## config.mk

```make
export PLATFORM = sky130hd
export DESIGN_NAME = data_selector
export DESIGN_NICKNAME = d
export VERILOG_FILES = /design/src/rtl/data_selector.sv
export SDC_FILE = /design/constraint.sdc
export NUM_CORES = 1
export LEC_CHECK = 0
export BUFFER_PORTS_ARGS = -buffer_cell sky130_fd_sc_hd__buf_4
export CORE_AREA = 4 4 197 199
export DETAILED_ROUTE_END_ITERATION = 10
export DIE_AREA = 0 0 201 203
export PLACE_DENSITY = 0.71
export SYNTH_ARGS = -nofsm -noshare
export SYNTH_HDL_FRONTEND = slang
export SYNTH_SLANG_ARGS = --single-unit
export TNS_END_PERCENT = 100
```

## constraint.sdc

```tcl
create_clock -name clk -period 6.3 [get_ports clk]
set_input_delay 1.89 -clock clk [delete_from_list [all_inputs] [get_ports clk]]
set_output_delay 1.89 -clock clk [all_outputs]
set_load 0.01 [all_outputs]
```

## src/rtl/data_selector.sv

```systemverilog
// -----------------------------------------------------------------------------
// data_selector
//
// Purpose:
//   Picks nibble-sized items from either a main data word or a register bank
//   and serialises them onto a registered output word.  Selector slots are
//   grouped into SELECTOR_OUTPUTS_PER_BUS groups of SELECTOR_OUTPUTS slots.
//   A small rotating group counter chooses which group is resolved on each
//   unstalled clock edge.  The result of that group is registered onto
//   data_out, so an input change appears one clock later.
//
// Ports:
//   clk       - single clock; all state changes on its rising edge
//   rst       - synchronous, active-low reset; overrides wBusy
//   wBusy     - stall; when high, data_out and the group counter hold
//   wSelec    - one selector per slot, SLOT_W bits each, packed as
//               {regs_sel, main_sel, origin} with origin in the LSB
//   wData     - main items, item k = wData[k*DATA_WIDTH +: DATA_WIDTH]
//   wRegs0..7 - register bank {wRegs7, ..., wRegs0}; item 0 is wRegs0[3:0]
//   data_out  - registered result word; slot 0 of a group is in the LSBs
// -----------------------------------------------------------------------------
module data_selector #(
   parameter int DATA_WIDTH               = 4,
   parameter int MAIN_INPUTS              = 16,
   parameter int REGS_INPUTS              = 64,
   parameter int REGS_BITS_PER_INPUT      = 32,
   parameter int SELECTOR_OUTPUTS         = 4,
   parameter int SELECTOR_OUTPUTS_PER_BUS = 4,
   localparam int MSEL_W = $clog2(MAIN_INPUTS),
   localparam int RSEL_W = $clog2(REGS_INPUTS),
   localparam int SLOT_W = RSEL_W + MSEL_W + 1,
   localparam int SLOTS  = SELECTOR_OUTPUTS * SELECTOR_OUTPUTS_PER_BUS,
   localparam int OUT_W  = SELECTOR_OUTPUTS * DATA_WIDTH
) (
   input  logic                           clk,
   input  logic                           rst,
   input  logic                           wBusy,
   input  logic [SLOTS*SLOT_W-1:0]        wSelec,
   input  logic [MAIN_INPUTS*DATA_WIDTH-1:0] wData,
   input  logic [REGS_BITS_PER_INPUT-1:0] wRegs0,
   input  logic [REGS_BITS_PER_INPUT-1:0] wRegs1,
   input  logic [REGS_BITS_PER_INPUT-1:0] wRegs2,
   input  logic [REGS_BITS_PER_INPUT-1:0] wRegs3,
   input  logic [REGS_BITS_PER_INPUT-1:0] wRegs4,
   input  logic [REGS_BITS_PER_INPUT-1:0] wRegs5,
   input  logic [REGS_BITS_PER_INPUT-1:0] wRegs6,
   input  logic [REGS_BITS_PER_INPUT-1:0] wRegs7,
   output logic [OUT_W-1:0]               data_out
);

   // Group counter needs at least one bit even with a single group.
   localparam int GW = (SELECTOR_OUTPUTS_PER_BUS > 1) ? $clog2(SELECTOR_OUTPUTS_PER_BUS) : 1;
   localparam logic [GW-1:0] LAST_GROUP = GW'(SELECTOR_OUTPUTS_PER_BUS - 1);

   // ------------------------------------------------------------------
   // Item tables
   // ------------------------------------------------------------------
   logic [8*REGS_BITS_PER_INPUT-1:0] reg_bank;
   logic [DATA_WIDTH-1:0]            main_items [MAIN_INPUTS];
   logic [DATA_WIDTH-1:0]            reg_items  [REGS_INPUTS];

   assign reg_bank = {wRegs7, wRegs6, wRegs5, wRegs4, wRegs3, wRegs2, wRegs1, wRegs0};

   generate
      for (genvar gi = 0; gi < MAIN_INPUTS; gi++) begin : g_main_items
         assign main_items[gi] = wData[gi*DATA_WIDTH +: DATA_WIDTH];
      end
      for (genvar gi = 0; gi < REGS_INPUTS; gi++) begin : g_reg_items
         assign reg_items[gi] = reg_bank[gi*DATA_WIDTH +: DATA_WIDTH];
      end
   endgenerate

   // ------------------------------------------------------------------
   // State
   // ------------------------------------------------------------------
   logic [GW-1:0]    group_reg;
   logic [GW-1:0]    group_next;
   logic [OUT_W-1:0] data_out_reg;
   logic [OUT_W-1:0] word_next;

   // Rotation wraps explicitly so non-power-of-two group counts also work.
   always_comb begin
      group_next = group_reg + 1'b1;
      if (group_reg == LAST_GROUP) begin
         group_next = '0;
      end
   end

   // ------------------------------------------------------------------
   // Per-lane resolution for the currently addressed group.  The slot
   // fields of the active group are picked first, then each lane muxes
   // between the main item and the register item; the unused select
   // field of a slot simply never reaches the output.
   // ------------------------------------------------------------------
   generate
      for (genvar gi = 0; gi < SELECTOR_OUTPUTS; gi++) begin : g_lane
         logic [SLOT_W-1:0]     slot_sel;
         logic                  origin;
         logic [MSEL_W-1:0]     main_sel;
         logic [RSEL_W-1:0]     regs_sel;
         logic [DATA_WIDTH-1:0] item;

         always_comb begin
            slot_sel = wSelec[(int'(group_reg) * SELECTOR_OUTPUTS + gi) * SLOT_W +: SLOT_W];
         end

         assign origin   = slot_sel[0];
         assign main_sel = slot_sel[MSEL_W:1];
         assign regs_sel = slot_sel[SLOT_W-1:MSEL_W+1];
         assign item     = origin ? reg_items[regs_sel] : main_items[main_sel];

         assign word_next[gi*DATA_WIDTH +: DATA_WIDTH] = item;
      end
   endgenerate

   // Reset wins over the stall; a stall freezes both the word and the rotation.
   always_ff @(posedge clk) begin
      if (!rst) begin
         data_out_reg <= '0;
         group_reg    <= '0;
      end else if (!wBusy) begin
         data_out_reg <= word_next;
         group_reg    <= group_next;
      end
   end

   assign data_out = data_out_reg;

endmodule

```

Yosys cells after proc, flatten, opt, wreduce, memory -nomap -nowiden --
Index checks and enable logic that the tools add are counted.
Storage, ports and cells: logic and storage cells 60, output and inout bits 16, input bits 499, register bits after elaboration 18
Cells by class: order comparisons 8, shift operators 4, mux-type cells 29, equal/unequal tests 1, multipliers 4, bitwise logic cells 8, add/sub/neg operators 4
Operators with widths (count):
- 176-bit by 10-bit variable part select with 11-bit output | 3
- 176-bit by 9-bit variable part select with 11-bit output | 1
- 4-bit binary-select mux with 6-bit select | 4
- 4-bit 2-to-1 mux | 20
- 4-bit binary-select mux with 4-bit select | 4
- 7-bit greater-or-equal comparator, second input constant | 4
- 6-bit NOT with 7-bit output | 4
- 5-bit by 4-bit multiplier with 9-bit output, second input constant | 3
- 5-bit greater-or-equal comparator, second input constant | 4
- 4-bit NOT with 5-bit output | 4
- 4-bit by 2-bit adder with 5-bit output, second input constant | 2
- 2-bit by 4-bit multiplier with 6-bit output, second input constant | 1
- 4-bit by 1-bit adder with 5-bit output, second input constant | 1
- 2-bit by 1-bit adder with 2-bit output, second input constant | 1
- 2-bit equality test, second input constant | 1
- 2-bit 2-to-1 mux | 1

Logic depth before layout (Yosys ltp) --
Gate-level depths: netlist of run 1.
depth after elaboration 8, gate-level depth with buffers 12, gate-level depth less buffers 7

Least setup slack after synthesis of run 1 --
Ideal clock, no wire load.
path type input-to-reg, start in wSelec[137], end reg data_out_reg[0] (netlist: data_out[0]), arrival time 3.840 ns, buffers on the path 2, slack 2.335 ns, stages on the path 8, cell sequence mux4_2 -> buf_6 -> buf_6 -> mux4_2 -> mux4_2 -> nor2b_1 -> a31oi_1 -> a31oi_1
On the way: word-level cells in the longest chain between the ends 6
Ends and longest elaborated chain:
- from (decl) | line 38 | input logic [SLOTS*SLOT_W-1:0] wSelec,
- 176-bit by 9-bit variable part select with 11-bit output (*) | line 104 | slot_sel = wSelec[(int'(group_reg) * SELECTOR_OUTPUTS + gi) * SLOT_W +: SLOT_W];
- 6-bit NOT with 7-bit output (not written as such) or 4-bit NOT with 5-bit output (tied branches) | line 110 | assign item = origin ? reg_items[regs_sel] : main_items[main_sel];
- 4-bit binary-select mux with 6-bit select or 4-bit binary-select mux with 4-bit select (tied branches) | line 110
- 4-bit 2-to-1 mux (not written as such) (2 in series) | line 110
- 4-bit 2-to-1 mux (*) | line 110
- to (signal assigned) | line 122 | data_out_reg <= word_next;
- to (decl) | line 78 | logic [OUT_W-1:0] data_out_reg;
Mark *: on every way between the ends. The rest lies on a longest branch, timed or not. The select of a mux whose other input is x is not followed. A chain may end at the register's enable or synchronous reset.

Final worst setup path of run 1 --
start in wSelec[160], end reg data_out_reg[9] (netlist: data_out[9])
On the way: word-level cells in the longest chain between the ends 6
Ends and longest elaborated chain (line):
- 176-bit by 10-bit variable part select with 11-bit output (*) | 104
- 6-bit NOT with 7-bit output (not written as such) or 4-bit NOT with 5-bit output (tied branches) | 110
- 4-bit binary-select mux with 6-bit select or 4-bit binary-select mux with 4-bit select (tied branches) | 110
- 4-bit 2-to-1 mux (not written as such) (2 in series) | 110
- 4-bit 2-to-1 mux (*) | 110
Marked as above.

==> results of run 1 <==
## path summary, 6_finish.rpt
check	startpoint	end	slack [ps]	cells after the start
max	wSelec[160]	data_out[9]$_SDFFE_PN0N_	1510	9
min	data_out[3]$_SDFFE_PN0N_	data_out[3]$_SDFFE_PN0N_	520	2
max reg2reg	group_reg[0]$_SDFFE_PN0N_	data_out[8]$_SDFFE_PN0N_	2020	7
min reg2reg	data_out[3]$_SDFFE_PN0N_	data_out[3]$_SDFFE_PN0N_	520	2
## cell usage in the layout, fill, tap and decap left out, types with 4 or more instances in the layout
| master | Yosys | final |
|---|---|---|
| o22ai_1 | 41 | 41 |
| nor4b_1 | 4 | 4 |
| nand3_1 | 13 | 13 |
| mux4_2 | 190 | 185 |
| a211o_1 | 18 | 18 |
| a2111oi_0 | 8 | 7 |
| a31oi_1 | 17 | 17 |
| a211oi_1 | 9 | 9 |
| a21oi_1 | 27 | 27 |
| buf_4 | 26 | 539 |
| mux2i_1 | 475 | 474 |
| o211ai_1 | 23 | 23 |
| nand2b_1 | 10 | 10 |
| or3_1 | 4 | 4 |
| a221oi_1 | 5 | 5 |
| a22oi_1 | 22 | 22 |
| o21ai_0 | 47 | 47 |
| mux4_4 | 0 | 5 |
| diode_2 | 0 | 11 |
| nor2_1 | 48 | 48 |
| and4_1 | 6 | 6 |
| dfxtp_1 | 18 | 16 |
| nor2b_1 | 21 | 21 |
| o31a_1 | 6 | 6 |
| a32oi_1 | 8 | 8 |
| and2_1 | 6 | 6 |
| nor4_1 | 6 | 6 |
| nand2_1 | 112 | 112 |
| nor3_1 | 10 | 10 |
| mux2_2 | 47 | 47 |
| a21boi_0 | 4 | 4 |
## cells in the mapped netlist (all sizes together) (4+ instances only)
cell	count	share of area
a2111oi	8	0.0052
a211o	18	0.012
a211oi	9	0.0050
a21boi	4	0.0022
a21oi	27	0.010
a221oi	5	0.0032
a22oi	22	0.012
a31oi	17	0.0079
a32oi	8	0.0052
and2	9	0.0042
and4	6	0.0039
buf	111	0.049
clkbuf	19	0.0053
dfxtp	18	0.027
mux2	47	0.039
mux2i	475	0.35
mux4	190	0.32
nand2	112	0.031
nand2b	10	0.0046
nand3	13	0.0048
nor2	48	0.013
nor2b	21	0.0097
nor3	10	0.0037
nor4	6	0.0028
nor4b	4	0.0026
o211ai	23	0.013
o21ai	50	0.018
o22ai	41	0.019
o31a	6	0.0039
or3	4	0.0018
## per-stage QoR
step | utilization | power [W] | cells
after CTS | 0.4716 | 0.002513 | 2251
after floorplan | - | 0.001554 | 1364
after detailed placement | 0.4692 | 0.002357 | 2247
after global placement | 0.4692 | 0.002333 | 2247
after global routing | 0.4724 | 0.002666 | 2262
final | 0.4725 | 0.002569 | 2263
## cell families after synthesis
| kind of cell | share of synthesized area |
|---|---|
| adder cells (fa/ha/maj) | 0.0009244 |
| AND/OR/NAND/NOR | 0.08589 |
| AO/OA/AOI/OAI | 0.1247 |
| flip-flops | 0.02663 |
| buffers and inverters | 0.05520 |
| multiplexers | 0.7066 |
## power by group through the flow
stage,clock [W],combinational [W],sequential (W)
after floorplan,0,0.00140,0.000155
after global placement,0,0.00215,0.000186
after detailed placement,0,0.00217,0.000185
after CTS,0.000149,0.00218,0.000184
after global routing,0.000153,0.00233,0.000186
final,0.000149,0.00224,0.000185
## final cells by class
cell class,count,share of cell area
antenna,11,0.001565
clock buffer,4,0.005051
inverter,3,0.0006403
multi-input combinational,1213,0.7077
sequential,18,0.02092
tap,474,0.03372
timing repair buffer,540,0.2304
## worst max-delay path: stages
cell,delay (ps)
buf_4,100
mux4_4,1010
buf_4,410
mux2i_1,160
mux2i_1,150
o22ai_1,120
a2111oi_0,660
o21ai_0,200
o211ai_1,150
## layer usage
layer,part of all wire,up-vias,global-route usage
li1,-,6441,-
met1,0.36,7669,0.4045
met2,0.48,1213,0.5845
met3,0.10,235,0.08066
met4,0.057,4,0.1504
met5,0.00034,-,0
==> results.txt, run 1 <==
Status: completed
Largest register FFs: 16
RePlAce Congestion: 1.006
Area Growth Syn to Fin: 29.96%
Syn Nets: 1864
Max Cap Violations: 0
Place WS: 830.8 ps
Worst-Skew Late Latency: 260 ps
CTS tree: yes
Final Skew: 1.781 ps
Worst setup SP type: primary input
Post-synth EDFFs: 0
Leak pwr: 7.787 nW
Asr flop ratio synth: 0
Die Wd: 201 um
CTS Buffer Depth: 2
Total die area: 0.04080 mm2
DR DRC count: 0
Post-synth cell types: 47
Design area: 0.01759 mm2
DRT iter0 DRCs: 1820
Post-DP Area: 0.01746 mm2
Drt pass-1 iters: 6
Worst rel slew slack: 0.1712
RSZ-0062 raised after global routing: false
Slew @ Worst Pin: 1230 ps
H-Tree Depth: 1
PD cells: 146.1 mW/mm2
Grt total ovfl: 0
Detail Placement HPWL: 60510 um
Sequential share of power: 0.072
Final hold viol count: 0
Top Ports: 515
Yosys reg bits: 18
WHS: 521.3 ps
Maximum resistive drop on vdd: 0.1280 mV
Gate power share: 0.870
Clock group share of total power: 0.058
Fillers: 3548
P_int: 0.001275 W
All-Layer GR Usage: 0.3394
Post-Syn Area per Cell: 9.922 um2
Setup_tns: 0 ps
Die Height: 203 um
Final setup viols: 0
Hold Crit Class: reg2reg
Sw Share: 0.5039
CP endpoint kind: flop
Hold_buf cts: 0
Final wirelength: 74040 um
Post-cts repair resize count: 0
Final min period: 4787 ps
Via count: 15.56k
Root buf cell: clkbuf_16
Setup slack after layout: 1513 ps
Number of I/O port buffers: 514
Vias in the first global route: 15.55k
Largest net degree at the start of global routing: 52
CORE AREA: 0.03722 mm2
Synth Instances: 1364
Initial antenna violation count: 15
ANT nets after route: 0
Total CTS buffers: 3
Final period util: 0.7599
Crit-path max FO: 48
F_max: 208.9 MHz
Reg clk slew, reported paths: 60 ps
Clk sinks: 18
Initial Utilization: 0.3636
Seq/Total Area, Yosys: 0.02663
Setup Fix Bufs, Post-CTS: 0
Register area: 367.9 um2
Global-route wire length before repair: 104800 um
Critical Path RT: 6480 ps
Synth warn: 0
Main flop type after synthesis: dfxtp_1
Via density per instance: 6.877
Max Slew Vio Count: 0
Arrival time of the worst setup path: 4960 ps
Nets: 2279
Routed len/inst: 32.72 um
Mapped Area: 0.01353 mm2
FP Rows: 71
Crit Path Class: in2reg
Sw power: 0.001295 W
Layout cells sized above 1: 0.4432
Area of the multi-input gates: 0.01245 mm2
(Power assumes the default switching activity.)
==> run 2, diff against run 1 <==
--- a/config.mk
+++ b/config.mk
@@ -6,9 +6,9 @@
 export NUM_CORES = 1
 export LEC_CHECK = 0
 export BUFFER_PORTS_ARGS = -buffer_cell sky130_fd_sc_hd__buf_4
-export CORE_AREA = 4 4 197 199
+export CORE_AREA = 4 4 198 200
 export DETAILED_ROUTE_END_ITERATION = 10
-export DIE_AREA = 0 0 201 203
+export DIE_AREA = 0 0 202 204
 export PLACE_DENSITY = 0.71
 export SYNTH_ARGS = -nofsm -noshare
 export SYNTH_HDL_FRONTEND = slang
==> constraint.sdc (replaced) <==
create_clock -name clk -period 4.9 [get_ports clk]
set_input_delay 1.47 -clock clk [delete_from_list [all_inputs] [get_ports clk]]
set_output_delay 1.47 -clock clk [all_outputs]
set_load 0.01 [all_outputs]
==> run 2 against run 1 <==
  * Critical path depth did not move
  * Wire length rose by 2.5%
  * Highest routed layer unchanged
  * Clock power rose by 36%
  * Global-route usage rose by 0.91 points
  * Cell count rose by 2.4%
  * Worst hold slack got worse by 15 ps
  * Critical endpoint is now data_out[8]$_SDFFE_PN0N_
  * Power rose by 31%
==> results.txt, run 2 (synthesis results as in run 1) <==
Worst setup SP type: primary input
Clk sinks: 18
Via density per instance: 6.841
Final hold viol count: 0
Cell family with most CP delay: compound AO/OA/AOI/OAI gates
CTS tree: yes
Most common cell after layout, fill and taps aside: buf_4
ANT nets after route: 0
Drt pass-1 iters: 6
Max Cap Violations: 0
Global-route wire length before repair: 108300 um
Capturing point of the worst reg2reg path: data_out[8]$_SDFFE_PN0N_
PD cells: 188.9 mW/mm2
Finished Core Util: 0.4769
Slew @ Worst Pin: 1278 ps
Critical path's largest stage delay: 1000 ps
All-Layer GR Usage: 0.3485
Setup Fix Bufs, Post-CTS: 0
Total CTS buffers: 3
Max Slew Vio Count: 0
Cells on worst reg2reg path: 8
Grt total ovfl: 0
Top Ports: 515
Vias in the first global route: 15.79k
Initial antenna violation count: 11
Place WS: 247.7 ps
Post-cts repair resize count: 0
F_max: 215.2 MHz
CP endpoint kind: flop
Routed len/inst: 32.76 um
Final setup viols: 0
Status: completed
Layout cells sized above 1: 0.4483
Worst Setup SP: wSelec[160]
H-Tree Depth: 1
Final period util: 0.9484
Worst rel slew slack: 0.1391
RSZ-0062 raised after global routing: false
Root buf cell: clkbuf_16
Worst-Skew Late Latency: 270 ps
Setup_tns: 0 ps
Final wirelength: 75910 um
Leak pwr: 7.908 nW
RePlAce Congestion: 1.046
Setup slack after layout: 252.8 ps
Crit Path Class: in2reg
Number of I/O port buffers: 514
FP Rows: 71
Detail Placement HPWL: 61680 um
CORE AREA: 0.03740 mm2
Nets: 2299
Via count: 15.85k
Most frequent cells in the layout: 555 x buf_4, 475 x mux2i_1, 184 x mux4_2
Largest register FFs: 16
Cell mode on critical path: mux2i_1
Final Skew: 3.336 ps
Die Wd: 202 um
Critical Path RT: 5090 ps
Worst path depth: 9
R2R setup slack: 570 ps
Largest net degree at the start of global routing: 51
Maximum resistive drop on vdd: 0.1832 mV
Total die area: 0.04121 mm2
Hold Crit Class: reg2reg
Slowest CP cell: a2111oi_0
DRT iter0 DRCs: 2126
CTS Buffer Depth: 2
Crit-path max FO: 45
WHS: 506.0 ps
Area Growth Syn to Fin: 31.79%
Initial Utilization: 0.3618
RR Startpoint: group_reg[0]$_SDFFE_PN0N_
Die Height: 204 um
Final min period: 4647 ps
DR DRC count: 0
Arrival time of the worst setup path: 4840 ps
Reg clk slew, reported paths: 70 ps
Hold_buf cts: 0
CP Capture Point: data_out[8]$_SDFFE_PN0N_
CP bufs+invs: 2
Critical path cell sequence: buf_4 -> mux4_4 -> buf_12 -> mux2i_1 -> mux2i_1 -> o22ai_1 -> a2111oi_0 -> o21ai_0 -> o211ai_1
-- run 2: changes by cell type in the layout (fill, tap and decap cells not counted) --
cell	change
buf_12	+5
mux4_4	+1
diode_2	-3
o21ai_1	+1
a2111oi_0	+1
a2111oi_1	-1
mux2i_1	+1
mux4_2	-1
clkbuf_2	-1
o21ai_2	-1
buf_4	+16
mux2i_2	-1
-- run 2: layer usage --
layer | wire length [um] | track usage | share of wire | vias up
li1 | - | - | - | 6488
met1 | 27010 | 0.4330 | 0.36 | 7760
met2 | 35280 | 0.5714 | 0.46 | 1355
met3 | 9580 | 0.09664 | 0.13 | 239
met4 | 3989 | 0.1475 | 0.053 | 8
met5 | 44 | 0 | 0.00058 | -
-- run 2: worst min-delay path by stage --
stage	from	end	slack, ps	depth (start not counted)
global placement	data_out[8]$_SDFFE_PN0N_	data_out[8]$_SDFFE_PN0N_	470	2
detailed placement	data_out[8]$_SDFFE_PN0N_	data_out[8]$_SDFFE_PN0N_	470	2
floorplan	data_out[11]$_SDFFE_PN0N_	data_out[11]$_SDFFE_PN0N_	470	2
CTS	data_out[8]$_SDFFE_PN0N_	data_out[8]$_SDFFE_PN0N_	490	2
finish	data_out[8]$_SDFFE_PN0N_	data_out[8]$_SDFFE_PN0N_	510	2
global route	data_out[8]$_SDFFE_PN0N_	data_out[8]$_SDFFE_PN0N_	540	2
-- run 2: where the power goes --
part           switching (W)  total (W)  internal, W  leakage, nW
Combinational        0.00156    0.00294      0.00138         7.71
Clock              0.0000774   0.000203     0.000125       0.0442
Sequential         0.0000572   0.000229     0.000172        0.150
Total                0.00170    0.00337      0.00167         7.91
-- run 2: layout make-up --
type / count / area [um2]
diodes: 8 / 20.02
inverters: 3 / 11.26
clock buffers: 4 / 88.84
repair buffers: 560 / 4267
fillers: 3581 / 19570
flip-flops and latches: 18 / 367.9
well taps: 511 / 639.4
multi-input cells: 1213 / 12440
-- run 2: per-stage QoR --
stage / std cells / power [W] / area (um2)
final: 2317 / 0.003368 / 17830
after global routing: 2316 / 0.003497 / 17830
after CTS: 2309 / 0.003288 / 17810
after detailed placement: 2305 / 0.003082 / 17730
after global placement: 2305 / 0.003041 / 17730
after floorplan: 1364 / 0.001998 / 13530
-- run 2: tightest hold or removal path, cell delays in order, from the launching register on --
cell      delay [ps]
dfxtp_1          340
nand2_1           50
o211ai_1          80
